File: src/rtl/l1tlb_miss_port.sv
// l1tlb_miss_port: turns L1TLB misses into L2TLB requests, tracks them by rid, routes acks to fills and snoops to invalidates.
// Define L1TLB_MISS_MERGE_EN to merge misses that hit a pending, unpoisoned entry.
module l1tlb_miss_port #(
    parameter int NUM_RID  = 4,
    parameter int HPADDR_W = 11,
    parameter int PPADDR_W = 14,
    parameter int DCTLBE_W = 8,
    localparam int RID_W = NUM_RID > 1 ? $clog2(NUM_RID) : 1,
    localparam int TBL   = 1 << RID_W,
    localparam int REQ_W = RID_W + HPADDR_W,
    localparam int ACK_W = REQ_W + PPADDR_W + DCTLBE_W,
    localparam int CNT_W = $clog2(NUM_RID + 1)
) (
    input  logic                clk,
    input  logic                reset,
    input  logic                miss_valid,
    output logic                miss_retry,
    input  logic [HPADDR_W-1:0] miss_hpaddr,
    output logic                l1tlbtol2tlb_req_valid,
    input  logic                l1tlbtol2tlb_req_retry,
    output logic [REQ_W-1:0]    l1tlbtol2tlb_req,
    input  logic                l2tlbtol1tlb_ack_valid,
    output logic                l2tlbtol1tlb_ack_retry,
    input  logic [ACK_W-1:0]    l2tlbtol1tlb_ack,
    input  logic                l2tlbtol1tlb_snoop_valid,
    output logic                l2tlbtol1tlb_snoop_retry,
    input  logic [REQ_W-1:0]    l2tlbtol1tlb_snoop,
    output logic                l1tlbtol2tlb_sack_valid,
    input  logic                l1tlbtol2tlb_sack_retry,
    output logic [RID_W-1:0]    l1tlbtol2tlb_sack,
    output logic                fill_valid,
    input  logic                fill_retry,
    output logic [ACK_W-1:0]    fill,
    output logic                inv_valid,
    output logic [HPADDR_W-1:0] inv_hpaddr,
    output logic [CNT_W-1:0]    outstanding,
    output logic                err_bad_rid
);
    // Table is sized to a power of two so any rid on the wire indexes safely; entries >= NUM_RID never allocate.
    logic [TBL-1:0]      busy_q, busy_d, pois_q, pois_d;
    logic [HPADDR_W-1:0] hpa_q [TBL];
    logic [HPADDR_W-1:0] hpa_d [TBL];
    logic                req_valid_q, req_valid_d, fill_valid_q, fill_valid_d;
    logic                inv_valid_q, inv_valid_d, sack_valid_q, sack_valid_d, err_q, err_d;
    logic [REQ_W-1:0]    req_q, req_d;
    logic [ACK_W-1:0]    fill_q, fill_d;
    logic [HPADDR_W-1:0] inv_hpaddr_q, inv_hpaddr_d;
    logic [RID_W-1:0]    sack_q, sack_d, free_rid, ack_rid;
    logic [CNT_W-1:0]    out_q, out_d;
    logic [HPADDR_W-1:0] snp_hpa;
    logic                full, match, miss_fire, alloc, ack_fire, ack_ok, ack_pois, snp_fire, do_fill;

    assign ack_rid  = l2tlbtol1tlb_ack[ACK_W-1 -: RID_W];
    assign snp_hpa  = l2tlbtol1tlb_snoop[HPADDR_W-1:0];
    assign full     = &busy_q[NUM_RID-1:0];

    always_comb begin
        free_rid = '0;
        for (int i = NUM_RID - 1; i >= 0; i--)
            free_rid = busy_q[i] ? free_rid : RID_W'(i);
    end

`ifdef L1TLB_MISS_MERGE_EN
    // A snoop on the same address this cycle kills the match, so the miss gets a fresh, clean entry.
    always_comb begin
        match = 1'b0;
        for (int i = 0; i < NUM_RID; i++)
            match = match || (busy_q[i] && !pois_q[i] && hpa_q[i] == miss_hpaddr);
        match = match && !(snp_fire && snp_hpa == miss_hpaddr);
    end
`else
    assign match = 1'b0;
`endif

    assign miss_retry               = !match && (full || (req_valid_q && l1tlbtol2tlb_req_retry));
    assign miss_fire                = miss_valid && !miss_retry;
    assign alloc                    = miss_fire && !match;
    assign l2tlbtol1tlb_ack_retry   = fill_valid_q && fill_retry;
    assign ack_fire                 = l2tlbtol1tlb_ack_valid && !l2tlbtol1tlb_ack_retry;
    assign ack_ok                   = busy_q[ack_rid];
    assign ack_pois                 = pois_q[ack_rid] || (snp_fire && snp_hpa == hpa_q[ack_rid]);
    assign do_fill                  = ack_fire && ack_ok && !ack_pois;
    assign l2tlbtol1tlb_snoop_retry = sack_valid_q && l1tlbtol2tlb_sack_retry;
    assign snp_fire                 = l2tlbtol1tlb_snoop_valid && !l2tlbtol1tlb_snoop_retry;

    always_comb begin
        busy_d = busy_q;
        pois_d = pois_q;
        hpa_d  = hpa_q;
        out_d  = '0;
        for (int i = 0; i < TBL; i++) begin
            if (snp_fire && busy_q[i] && hpa_q[i] == snp_hpa) pois_d[i] = 1'b1;
            if (ack_fire && ack_ok && ack_rid == RID_W'(i)) begin
                busy_d[i] = 1'b0;
                pois_d[i] = 1'b0;
            end
            if (alloc && free_rid == RID_W'(i)) begin
                busy_d[i] = 1'b1;
                pois_d[i] = 1'b0;
                hpa_d[i]  = miss_hpaddr;
            end
        end
        for (int i = 0; i < NUM_RID; i++)
            out_d = out_d + CNT_W'(busy_d[i]);
    end

    assign req_valid_d  = alloc || (req_valid_q && l1tlbtol2tlb_req_retry);
    assign req_d        = alloc ? {free_rid, miss_hpaddr} : req_q;
    assign fill_valid_d = do_fill || (fill_valid_q && fill_retry);
    assign fill_d       = do_fill ? l2tlbtol1tlb_ack : fill_q;
    assign inv_valid_d  = snp_fire;
    assign inv_hpaddr_d = snp_fire ? snp_hpa : inv_hpaddr_q;
    assign sack_valid_d = snp_fire || (sack_valid_q && l1tlbtol2tlb_sack_retry);
    assign sack_d       = snp_fire ? l2tlbtol1tlb_snoop[REQ_W-1 -: RID_W] : sack_q;
    assign err_d        = err_q || (ack_fire && !ack_ok);

    always_ff @(posedge clk) begin
        if (reset) begin
            busy_q       <= '0;
            pois_q       <= '0;
            for (int i = 0; i < TBL; i++) hpa_q[i] <= '0;
            req_valid_q  <= 1'b0;
            req_q        <= '0;
            fill_valid_q <= 1'b0;
            fill_q       <= '0;
            inv_valid_q  <= 1'b0;
            inv_hpaddr_q <= '0;
            sack_valid_q <= 1'b0;
            sack_q       <= '0;
            err_q        <= 1'b0;
            out_q        <= '0;
        end else begin
            busy_q       <= busy_d;
            pois_q       <= pois_d;
            hpa_q        <= hpa_d;
            req_valid_q  <= req_valid_d;
            req_q        <= req_d;
            fill_valid_q <= fill_valid_d;
            fill_q       <= fill_d;
            inv_valid_q  <= inv_valid_d;
            inv_hpaddr_q <= inv_hpaddr_d;
            sack_valid_q <= sack_valid_d;
            sack_q       <= sack_d;
            err_q        <= err_d;
            out_q        <= out_d;
        end
    end

    assign l1tlbtol2tlb_req_valid  = req_valid_q;
    assign l1tlbtol2tlb_req        = req_q;
    assign fill_valid              = fill_valid_q;
    assign fill                    = fill_q;
    assign inv_valid               = inv_valid_q;
    assign inv_hpaddr              = inv_hpaddr_q;
    assign l1tlbtol2tlb_sack_valid = sack_valid_q;
    assign l1tlbtol2tlb_sack       = sack_q;
    assign outstanding             = out_q;
    assign err_bad_rid             = err_q;
endmodule

File: config.mk
export PLATFORM = sky130hd
export DESIGN_NAME = l1tlb_miss_port
export DESIGN_NICKNAME = d
export VERILOG_FILES = /design/src/rtl/l1tlb_miss_port.sv
export SDC_FILE = /design/constraint.sdc
export NUM_CORES = 1
export LEC_CHECK = 0
export CORE_ASPECT_RATIO = 2
export CORE_MARGIN = 3
export CORE_UTILIZATION = 30
export DETAILED_ROUTE_END_ITERATION = 8
export PLACE_DENSITY = 0.52
export SLEW_MARGIN = 10
export SYNTH_ARGS = -nofsm -noshare
export SYNTH_HDL_FRONTEND = slang
export SYNTH_SLANG_ARGS = --single-unit
File: constraint.sdc
create_clock -name clk -period 3.93 [get_ports clk]
set_clock_uncertainty 0.05 [all_clocks]
set_input_delay 0.393 -clock clk [delete_from_list [all_inputs] [get_ports clk]]
set_output_delay 0.393 -clock clk [all_outputs]
set_load 0.02 [all_outputs]
=== Word-level counts from Yosys, hierarchy flattened ===
Cells that the tools add are included.

* Register bits: 121
* Output and inout bits: 72
* Logic and storage cells: 99

* Add/subtract/negate cells: 3
* Magnitude comparators: 2
* Equal/unequal tests: 11
* Mux-type cells: 19
* Bitwise gates (word level): 1
* Reduce and logical (&&, ||, !) cells: 44

{| class="wikitable"
|+ Operators with widths
! cell !! count
|-
| 11-bit == test || 5
|-
| 1-bit logical AND || 26
|-
| 11-bit binary-select mux with 2-bit select || 1
|-
| 11-bit two-way mux || 2
|-
| 3-bit OR reduction || 4
|-
| 1-bit two-way mux || 10
|-
| 2-bit == test, second input constant || 4
|-
| 2-bit two-way mux || 4
|-
| 1-bit logical OR || 6
|-
| 1-bit logical NOT || 5
|-
| 1-bit binary-select mux with 2-bit select || 2
|-
| 2-bit by 1-bit == test with 1-bit output, second input constant || 2
|-
| 2-bit logical NOT || 2
|-
| 4-bit AND reduction || 1
|-
| 2-bit by 1-bit adder with 3-bit output || 1
|-
| 3-bit by 1-bit adder with 3-bit output || 1
|-
| 3-bit greater-or-equal comparator, second input constant || 1
|-
| 2-bit by 3-bit < comparator with 1-bit output, second input constant || 1
|-
| 2-bit NOT with 3-bit output || 1
|-
| 1-bit by 1-bit adder with 2-bit output || 1
|}

=== Logic depth before layout (Yosys ltp) ===
Gate-level depths: netlist of the first run.

* Word-level depth: 10
* Gate-level depth with buffers: 11
* Depth with buffers taken out: 10

=== Worst setup path after synthesis of the first run ===
No wires, ideal clock.

* Kind: reg-to-reg
* Start: register req_valid_q, in the netlist l1tlbtol2tlb_req_valid
* End: register out_q[1], in the netlist outstanding[1]
* Library setup time: 0.127 ns
* Data arrival time: 2.758 ns
* Required time: 3.753 ns
* Path slack: 0.995 ns
* Cell stages (with the launch flop): 11
* Path through: dfxtp_1 > nand2_1 > o211ai_2 > or4b_2 > clkbuf_1 > a21boi_0 > fa_1 > inv_1 > ha_1 > ha_1 > nor2b_1

* Cells in the longest elaborated chain, start to end: 9
* Elaborated cells on any way between the ends: 15
* Those cells by class: add/sub (3); mux (4); reduce/logical (8)

{| class="wikitable"
|+ Ends and longest elaborated chain
! what !! RTL line !! text
|-
| start: declaration || 43 || <nowiki>logic req_valid_q, req_valid_d, fill_valid_q, fill_valid_d;</nowiki>
|-
| start signal: assignment || 136 || <nowiki>req_valid_q <= req_valid_d;</nowiki>
|-
| 1-bit logical AND * || 75 || <nowiki>assign miss_retry = !match && (full || (req_valid_q && l1tlbtol2tlb_req_retry));</nowiki>
|-
| 1-bit logical OR * || 75 ||
|-
| 1-bit logical NOT * || 76 || <nowiki>assign miss_fire = miss_valid && !miss_retry;</nowiki>
|-
| 1-bit logical AND * || 76 ||
|-
| 1-bit logical AND || 97 || <nowiki>if (alloc && free_rid == RID_W'(i)) begin</nowiki>
|-
| 1-bit two-way mux || 97 ||
|-
| 1-bit by 1-bit adder with 2-bit output || 104 || <nowiki>out_d = out_d + CNT_W'(busy_d[i]);</nowiki>
|-
| 2-bit by 1-bit adder with 3-bit output || 104 ||
|-
| 3-bit by 1-bit adder with 3-bit output * || 104 ||
|-
| named net out_d[1] || 49 || <nowiki>logic [CNT_W-1:0] out_q, out_d;</nowiki>
|-
| end signal: assignment || 145 || <nowiki>out_q <= out_d;</nowiki>
|-
| end: declaration || 49 ||
|}

The timed path passes the listed nets; every way through them passes the cells marked *.
A chain may end at the register's enable or synchronous reset.

=== Final worst setup path of the first run ===
* Start: input l2tlbtol1tlb_ack[33]
* End: register out_q[1], in the netlist outstanding[1]

* Cells in the longest elaborated chain, start to end: 9
* Elaborated cells on any way between the ends: 22
* Those cells by class: add/sub (3); eq/ne (3); mux (10); reduce/logical (6)

{| class="wikitable"
|+ Ends and longest elaborated chain
! what !! RTL line !! text
|-
| start: declaration || 24 || <nowiki>input logic [ACK_W-1:0] l2tlbtol1tlb_ack,</nowiki>
|-
| 1-bit binary-select mux with 2-bit select || 80 || <nowiki>assign ack_ok = busy_q[ack_rid];</nowiki>
|-
| 1-bit two-way mux (not written as such) || 80 ||
|-
| 1-bit logical AND (2 in series) || 93 || <nowiki>if (ack_fire && ack_ok && ack_rid == RID_W'(i)) begin</nowiki>
|-
| 1-bit two-way mux || 93 ||
|-
| 1-bit two-way mux || 97 ||
|-
| 1-bit by 1-bit adder with 2-bit output || 104 ||
|-
| 2-bit by 1-bit adder with 3-bit output || 104 ||
|-
| 3-bit by 1-bit adder with 3-bit output * || 104 ||
|-
| named net out_d[1] || 49 ||
|}

The timed path passes the listed nets; every way through them passes the cells marked *. The select of a mux whose other input is x is not followed.

==> flow_metrics.py, run 1 <==
metrics = {
    "sta": {
        "drv_slew": 0,
        "grt_setup_unrepaired": "false",
        "min_period_ns": 2.97,
        "slew_headroom_pct": 20.5,
        "tightest_slew_ns": 1.19,
        "hold_viol_final": 0,
        "setup-violations-final": 0,
        "fmax_mhz": 337,
        "fin_crit_sh_pct": 75.5,
        "fin_ws_ns": 0.965,
        "tns_ns": 0,
    },
    "die": {
        "fp.coreArea_um2": 18400,
        "ios": 139,
        "die_h_um": 200,
        "die_w_um": 103,
        "std_cell_rows": 70,
        "die_area_um2": 20600,
        "start_util_pct": 30.8,
    },
    "logic_synthesis": {
        "syn_inst": 606,
        "ys_seq_area_share_pct": 42.8,
        "synth_ff_type": "dfxtp_1",
        "ys_types": 39,
        "ys_ff_latch": 121,
        "synth_enable_flop_cells": 0,
        "synth_nets": 676,
        "ys_async_sr_fraction_pct": 0,
        "syn-cell-area_um2": 5660,
        "yosysTopAreaCell": "dfxtp_1",
        "yosys-top-cells-area": "dfxtp_1, mux2i_1, nand2b_1",
        "yosysTopAreaCellShare_pct": 42.8,
        "syn_area_per_cell_um2": 9.34,
        "yosysWarnings": 0,
    },
    "routing": {
        "wirelength_mm": 16.6,
        "wl_per_cell_um": 17.4,
        "route.detailed.drc": 0,
        "postRouteAntennaNets": 0,
        "drt-pass1-iter-count": 4,
        "drt_iter0_drc": 194,
        "via_per_inst": 4.80,
        "via_count": 4591,
    },
    "power_and_ir_drop": {
        "peakVddDrop_mv": 0.241,
        "leakage_nw": 3.07,
        "powerDensity_nw_per_um2": 418,
    },
    "clock_network": {
        "cts_tree": "done",
        "clkLatencyLatePin_ns": 0.42,
        "htree_levels": 4,
        "cts_buffer_depth": 2,
        "holdBufCountCts": 0,
        "post_cts_buffers": 0,
        "root_buffer": "clkbuf_16",
        "cts_buffers": 17,
        "cts.sinks": 121,
        "path_clk_slew_ns": 0.05,
        "cts_resized": 0,
    },
    "layout": {
        "antenna_cells": 0,
        "final_cell_mix": "clkdlybuf4s50_1, dfxtp_1, nand2_1, mux2i_1, nand2b_1",
        "drive_gt1_share_pct": 7.30,
        "synthToLayoutAreaGrowth_pct": 37.7,
        "fin_cells": 956,
        "final_nets": 798,
        "layout_commonest_cell": "clkdlybuf4s50_1",
    },
    "min_path": {
        "min_to": "inv_hpaddr[0]",
        "min_path_cells": 2,
        "hold_start": "inv_hpaddr[0]",
        "holdCritPathClass": "reg2reg",
    },
    "global_route": {
        "gr-usage-met3_pct": 3.87,
        "met1_usage_pct": 15.8,
        "grtUsageMet2_pct": 30.2,
        "grt_pass1_vias": 4719,
        "antenna_found_initial": 0,
        "grt-ovfl-total": 0,
        "grt_max_degree": 140,
        "grt_pass1_wl_mm": 25.1,
        "grtUsageTotal_pct": 16.1,
        "grt-busiest-layer": "met2",
    },
    "placement": {
        "routabilityCongestion": 0.948,
        "dp.cells": 925,
        "pre_cts_ws_ns": 0.525,
        "dp_hpwl_mm": 12.5,
        "port_buffers": 138,
    },
    "run_status": {
        "status": "completed",
    },
    "setup_path": {
        "worstSetupEndpointType": "flop",
        "worstSetupPathType": "in2reg",
        "rr_endpoint": "outstanding[1]",
        "crit_required_ns": 4.14,
        "r2r_cells": 10,
        "worst-r2r-setup-slack_ns": 1.02,
        "critPathArrivalTime_ns": 3.18,
        "rr_startpoint": "busy_q[2]",
        "startpoint_type": "input port",
        "crit_fanout": 5,
    },
    "job": {
        "drv_cap": 0,
    },
}
-- kinds of logic (layout without fill, tap and decap cells) --
logic type | count (synthesis) | in the layout | synth area share [%]
buffers and inverters | 54 | 188 | 4.33
AND/OR/NAND/NOR | 230 | 230 | 20.1
AO/OA/AOI/OAI | 56 | 56 | 5.86
XOR/XNOR | 58 | 58 | 8.98
flip-flops | 121 | 121 | 42.8
adder cells (fa/ha/maj) | 3 | 3 | 0.796
multiplexers | 84 | 84 | 17.1
-- state kept, by name (all words and copies together), names as in the netlist, 2 cells and up --
| signal | cells |
|---|---|
| busy_q | 4 |
| l1tlbtol2tlb_sack | 2 |
| fill | 35 |
| hpa_q | 44 |
| inv_hpaddr | 11 |
| outstanding | 3 |
| l1tlbtol2tlb_req | 13 |
| pois_q | 4 |
-- how the worst max path moves through the flow --
stage	start	end	slack, ns	cells past startpoint
finish	l2tlbtol1tlb_ack[33]	outstanding[1]	0.96	10
global route	busy_q[2]	outstanding[1]	0.89	10
CTS	l2tlbtol1tlb_ack[33]	outstanding[1]	0.97	10
detailed placement	l2tlbtol1tlb_ack[33]	outstanding[1]	0.52	10
global placement	l2tlbtol1tlb_ack[33]	outstanding[1]	0.53	10
floorplan	l1tlbtol2tlb_req_valid	outstanding[1]	0.99	10
-- cell type report --
class,count,area (um^2)
Timing Repair Buffer,150,1480
Sequential cell,121,2420
Inverter,7,26.3
Multi-Input combinational cell,431,3010
Clock buffer,24,492
Tap cell,216,270
Clock inverter,7,91.3
Fill cell,1854,10600
-- synth_stat cells, drive strengths merged, types with 3 or more instances --
cell     instances
xnor2           27
a21oi           43
clkbuf          35
nand2           83
nand4            5
nand2b          71
mux4            10
xor2            31
mux2i           74
dfxtp          121
nor2            45
buf             12
nor4             8
nor2b            4
a2111oi          3
inv              7
-- worst max-delay path, stage by stage --
cell and delay, ns:
clkdlybuf4s50_1 0.57, mux4_1 0.59, and3_1 0.25, nand3_1 0.13, a21boi_0 0.14, fa_1 0.50
inv_1 0.04, ha_1 0.18, ha_1 0.26, nor2b_1 0.12
-- layer usage --
metal | wire length [um] | vias up
met5 | 0 | -
met4 | 527 | 0
met3 | 793 | 29
met2 | 9260 | 138
met1 | 6040 | 2161
li1 | - | 2263
-- report_power, final --
group / total, mW / switching [mW] / internal, mW
Sequential: 1.30 / 0.0295 / 1.27
Combinational: 0.419 / 0.213 / 0.206
Clock: 1.54 / 0.546 / 0.994
-- per-stage QoR --
stage	hold slack (ns)	power, mW	util (%)	area [um^2]
after CTS	0.406	3.31	42.4	7790
after detailed placement	0.398	1.75	39.2	7210
after global routing	0.424	3.40	42.4	7790
final	0.404	3.26	42.4	7790
after global placement	0.395	1.75	39.2	7210
after floorplan	0.408	1.55	-	5660
No activity file was read; power rests on OpenSTA's default activity.
==> run 2, diff against run 1 <==
--- a/config.mk
+++ b/config.mk
@@ -9,7 +9,7 @@
 export CORE_MARGIN = 3
 export CORE_UTILIZATION = 30
 export DETAILED_ROUTE_END_ITERATION = 8
-export PLACE_DENSITY = 0.52
+export PLACE_DENSITY = 0.54
 export SLEW_MARGIN = 10
 export SYNTH_ARGS = -nofsm -noshare
 export SYNTH_HDL_FRONTEND = slang
==> constraint.sdc (replaced) <==
create_clock -name clk -period 2.4 [get_ports clk]
set_clock_uncertainty 0.05 [all_clocks]
set_input_delay 0.24 -clock clk [delete_from_list [all_inputs] [get_ports clk]]
set_output_delay 0.24 -clock clk [all_outputs]
set_load 0.02 [all_outputs]
==> run 2 against run 1 <==
Against the previous run: the run now ends with setup timing left; final cell count grew 5.9%; sequential power grew 64%; sequential cell count is the same; global-route usage grew 0.54 points; worst hold slack lost 0.099 ns; combinational power grew 91%; final area grew 8.3%.
==> flow_metrics.py, run 2 (synthesis gave the netlist of run 1 again) <==
metrics = {
    "placement": {
        "pre_cts_ws_ns": -0.638,
        "dp_hpwl_mm": 12.7,
        "port_buffers": 138,
        "placed_area_um2": 7610,
        "dp.cells": 967,
        "routabilityCongestion": 0.913,
    },
    "routing": {
        "drt_iter0_drc": 181,
        "wl_per_cell_um": 17.1,
        "wirelength_mm": 17.3,
        "via_count": 4879,
        "via_per_inst": 4.82,
        "route.detailed.drc": 0,
        "drt-pass1-iter-count": 4,
        "postRouteAntennaNets": 0,
    },
    "sta": {
        "drv_slew": 0,
        "setup-violations-final": 1,
        "slew_headroom_pct": 58.0,
        "hold_viol_final": 0,
        "fin_crit_sh_pct": 103,
        "grt_setup_unrepaired": "true",
        "fmax_mhz": 406,
        "fin_ws_ns": -0.0629,
        "min_period_ns": 2.46,
        "tightest_slew_ns": 0.630,
    },
    "job": {
        "drv_cap": 0,
    },
    "setup_path": {
        "worstSetupPathType": "reg2reg",
        "rr_endpoint": "outstanding[1]",
        "critPathArrivalTime_ns": 2.69,
        "r2r_cells": 10,
        "critical_path.slowest_cell": "or4b_4",
        "rr_startpoint": "busy_q[2]",
        "startpoint_type": "flop",
        "worstSetupEndpointType": "flop",
        "cpPeakStageDelay_ns": 0.52,
        "worst-r2r-setup-slack_ns": -0.06,
        "path_cells": "inv_2 -> o21ai_2 -> nand2_1 -> or4b_4 -> a21boi_4 -> fa_1 -> inv_2 -> ha_4 -> ha_4 -> nor2b_1",
        "crit_required_ns": 2.63,
        "crit_fanout": 4,
    },
    "layout": {
        "top_register": "hpa_q",
        "fill_cells": 1768,
        "regArea_um2": 2430,
        "largest_reg_flops": 44,
        "fin_cells": 1012,
        "synthToLayoutAreaGrowth_pct": 49.1,
        "final_nets": 855,
        "layout_commonest_cell": "clkdlybuf4s50_1",
        "drive_gt1_share_pct": 16.6,
        "final_area_um2": 8440,
        "multiInputGateArea_um2": 3110,
        "antenna_cells": 0,
        "final_cell_mix": "clkdlybuf4s50_1, dfxtp_1, nand2_1, mux2i_1, nand2b_1",
    },
    "global_route": {
        "grt_pass1_wl_mm": 26.2,
        "met1_usage_pct": 16.0,
        "gr-usage-met3_pct": 3.80,
        "grt-busiest-layer": "met2",
        "antenna_found_initial": 0,
        "grt-ovfl-total": 0,
        "grtUsageTotal_pct": 16.6,
        "grtUsageMet2_pct": 31.1,
        "grt_pass1_vias": 5107,
        "grt_max_degree": 157,
    },
    "die": {
        "start_util_pct": 30.8,
        "die_area_um2": 20600,
        "die_h_um": 200,
        "die_w_um": 103,
        "fp.coreArea_um2": 18400,
        "ios": 139,
        "std_cell_rows": 70,
    },
    "clock_network": {
        "clkLatencyLatePin_ns": 0.41,
        "htree_levels": 4,
        "cts.sinks": 121,
        "root_buffer": "clkbuf_16",
        "cts_buffer_depth": 2,
        "path_clk_slew_ns": 0.05,
        "cts_tree": "done",
        "cts_buffers": 17,
    },
    "run_status": {
        "violations": "setup timing",
        "status": "finished, violations left",
    },
    "min_path": {
        "min_path_cells": 3,
        "hold_start": "reset",
        "holdCritPathClass": "in2reg",
        "min_to": "inv_valid",
    },
    "power_and_ir_drop": {
        "peakVddDrop_mv": 0.382,
        "leakage_nw": 3.42,
        "powerDensity_nw_per_um2": 652,
    },
}
-- run 2: cell types whose count changed in the layout (fill, tap and decap cells not counted), moves of 3 or more --
cell and change:
buf_4 +51, buf_12 +3, dfxtp_2 +3, nand2_1 -3, dfxtp_1 -5
-- run 2: stage by stage --
| step | hold WS [ns] | util, % | setup TNS (ns) | power (mW) |
|---|---|---|---|---|
| 5_1_grt | 0.334 | 45.9 | -0.219 | 5.72 |
| 4_1_cts | 0.318 | 45.6 | -0.146 | 5.56 |
| 3_5_place_dp | 0.399 | 41.4 | -18.23 | 2.93 |
| 6_report | 0.304 | 45.9 | -0.0629 | 5.50 |
| 3_3_place_gp | 0.394 | 41.4 | -17.64 | 2.92 |
| 2_1_floorplan | 0.311 | - | -0.225 | 2.55 |
-- run 2: worst max-delay path by stage --
stage / start / cells past startpoint / to / slack, ns
after global placement: l2tlbtol1tlb_ack[33] / 10 / outstanding[1] / -0.58
final: busy_q[2] / 10 / outstanding[1] / -0.06
after CTS: busy_q[2] / 10 / outstanding[1] / -0.1
after floorplan: l1tlbtol2tlb_req_valid / 10 / outstanding[1] / -0.16
after detailed placement: l2tlbtol1tlb_ack[33] / 10 / outstanding[1] / -0.64
after global routing: busy_q[2] / 10 / outstanding[1] / -0.15
-- run 2: metal layers --
layer	part of all wire, %	up-vias
li1	-	2374
met1	35	2295
met2	56	173
met3	5.3	37
met4	3.5	0
met5	0	-
-- run 2: timing repair --
action | 4_1_cts | 5_1_grt
hold buffers | 0 | 0
setup buffers | 13 | 2
gates resized for setup | 9 | 7
pin swaps | 5 | 4
cloned | 2 | 0
endpoints found under the setup margin | 26 | 21
-- run 2: layout make-up --
cell class / count / area share [%]
clock buffer: 21 / 5.58
clock inverter: 9 / 1.45
inverter: 7 / 0.311
multi-input combinational: 431 / 36.9
sequential: 121 / 28.8
tap: 216 / 3.20
timing repair buffer: 207 / 23.7
-- run 2: critical path, delay by kind of cell (launching register included) --
family / cells / cell delay, ns
adder cells (fa/ha/maj): 3 / 0.84
flip-flops: 1 / 0.37
AO/OA/AOI/OAI: 2 / 0.26
buffers and inverters: 2 / 0.09
AND/OR/NAND/NOR: 3 / 0.72
-- run 2: power by group --
group          internal, mW  switching [mW]
clock network          1.69           0.874
logic                 0.420           0.380
registers              2.08          0.0498
total                  4.19            1.30
==> run 3, diff against run 2 <==
--- a/config.mk
+++ b/config.mk
@@ -9,7 +9,6 @@
 export CORE_MARGIN = 3
 export CORE_UTILIZATION = 30
 export DETAILED_ROUTE_END_ITERATION = 8
-export PLACE_DENSITY = 0.54
 export SLEW_MARGIN = 10
 export SYNTH_ARGS = -nofsm -noshare
 export SYNTH_HDL_FRONTEND = slang
==> run 3 against run 2 <==
Against the previous run: the run still ends with setup timing left; final cell count decreased by 1.7%; final area decreased by 2.2%; combinational power decreased by 6.6%; count of clock-buffer cells in the layout decreased by 2; total power decreased by 0.81%; critical path type unchanged; highest routed layer unchanged; clock power about the same; via count decreased by 5.6%; non-clock buffer count decreased by 19.
==> flow_metrics.py, run 3 (synthesis gave the netlist of run 1 again) <==
metrics = {
    "run_status": {
        "status": "finished, violations left",
        "violations": "setup timing",
    },
    "setup_path": {
        "path_cells": "inv_2 -> o21ai_2 -> nand2_1 -> or4b_4 -> a21boi_4 -> fa_1 -> inv_2 -> ha_4 -> ha_4 -> nor2b_1",
        "worstSetupPathType": "reg2reg",
        "startpoint_type": "flop",
        "cpPeakStageDelay_ns": 0.52,
        "crit_fanout": 4,
        "critPathArrivalTime_ns": 2.72,
        "crit_required_ns": 2.66,
        "worstSetupEndpointType": "flop",
        "worst-r2r-setup-slack_ns": -0.06,
        "critical_path.slowest_cell": "or4b_4",
    },
    "sta": {
        "setup-violations-final": 1,
        "tns_ns": -0.0575,
        "fin_crit_sh_pct": 102,
        "grt_setup_unrepaired": "true",
        "hold_viol_final": 0,
        "fmax_mhz": 407,
        "fin_ws_ns": -0.0575,
        "slew_headroom_pct": 65.8,
        "tightest_slew_ns": 0.513,
        "drv_slew": 0,
        "min_period_ns": 2.46,
    },
    "routing": {
        "drt-pass1-iter-count": 5,
        "via_count": 4605,
        "wl_per_cell_um": 16.0,
        "drt_iter0_drc": 206,
        "route.detailed.drc": 0,
        "postRouteAntennaNets": 0,
        "wirelength_mm": 15.9,
        "via_per_inst": 4.63,
    },
    "global_route": {
        "grt-ovfl-total": 0,
        "grt_max_degree": 64,
        "grt_pass1_vias": 4719,
        "grtUsageTotal_pct": 15.8,
        "grt_pass1_wl_mm": 24.9,
        "antenna_found_initial": 0,
    },
    "clock_network": {
        "htree_levels": 4,
        "cts_buffer_depth": 2,
        "path_clk_slew_ns": 0.06,
        "cts.sinks": 121,
        "root_buffer": "clkbuf_16",
        "clkLatencyLatePin_ns": 0.42,
        "holdBufCountCts": 0,
        "cts_buffers": 17,
        "cts_tree": "done",
    },
    "placement": {
        "dp_hpwl_mm": 12.1,
        "routabilityCongestion": 0.846,
        "dp.cells": 960,
        "port_buffers": 138,
        "pre_cts_ws_ns": -0.597,
    },
    "die": {
        "die_w_um": 103,
        "start_util_pct": 30.8,
        "die_h_um": 200,
        "std_cell_rows": 70,
        "ios": 139,
        "die_area_um2": 20600,
        "fp.coreArea_um2": 18400,
    },
    "layout": {
        "fin_cells": 995,
        "antenna_cells": 0,
        "final_nets": 836,
        "final_cell_mix": "clkdlybuf4s50_1, dfxtp_1, nand2_1, mux2i_1, nand2b_1",
        "fill_cells": 1771,
        "multiInputGateArea_um2": 3100,
        "post-route-util_pct": 44.8,
        "largest_reg_flops": 44,
        "regArea_um2": 2440,
        "synthToLayoutAreaGrowth_pct": 45.7,
        "top_register": "hpa_q",
        "drive_gt1_share_pct": 14.6,
        "layout_commonest_cell": "clkdlybuf4s50_1",
    },
    "power_and_ir_drop": {
        "leakage_nw": 3.31,
        "powerDensity_nw_per_um2": 661,
        "peakVddDrop_mv": 0.436,
    },
    "min_path": {
        "holdCritPathClass": "in2reg",
    },
    "job": {
        "drv_cap": 0,
    },
}
run 3: routing by layer:
metal  wire [um]  up-vias  track usage (%)
met5           0        -                0
met2        8840      110             29.0
met4         612        0             7.92
met3         648       29             3.45
met1        5810     2123             16.1
li1            -     2343                -
run 3: final timing paths:
| path | startpoint | to | depth (start not counted) |
|---|---|---|---|
| worst max-delay path | busy_q[2] | outstanding[1] | 10 |
| worst min-delay path | reset | hpa_q[9] | 2 |
| worst max register to register | busy_q[2] | outstanding[1] | 10 |
| worst min register to register | inv_hpaddr[3] | inv_hpaddr[3] | 2 |
run 3: report_power, final:
group / internal (mW) / switching [mW]
registers: 2.08 / 0.0469
clock network: 1.59 / 0.993
logic: 0.388 / 0.359
total: 4.05 / 1.40
run 3: area by class of cell:
type | instances | area share [%]
Clock buffer | 19 | 5.49
Clock inverter | 13 | 1.76
Sequential cell | 121 | 29.5
Multi-Input combinational cell | 431 | 37.6
Tap cell | 216 | 3.28
Timing Repair Buffer | 188 | 22.1
Inverter | 7 | 0.319
run 3: timing repair:
action,4_1_cts,5_1_grt
setup buffers,2,1
pin swaps,3,1
setup endpoints to repair,37,10
resized for setup,9,7
run 3: critical path, delay by kind of cell, from the launching register on:
family	cells	cell delay, ns
adders and majority gates	3	0.87
AOI/OAI and AO/OA	2	0.26
buffers and inverters	2	0.09
DFF	1	0.37
and+or+nand+nor	3	0.71
run 3: stage by stage:
step / cell area (um^2) / hold slack [ns] / power (mW)
2_1_floorplan: 5720 / 0.311 / 2.55
3_3_place_gp: 7560 / 0.392 / 2.91
3_5_place_dp: 7560 / 0.396 / 2.91
4_1_cts: 8210 / 0.214 / 5.54
5_1_grt: 8250 / 0.246 / 5.68
6_report: 8250 / 0.224 / 5.45
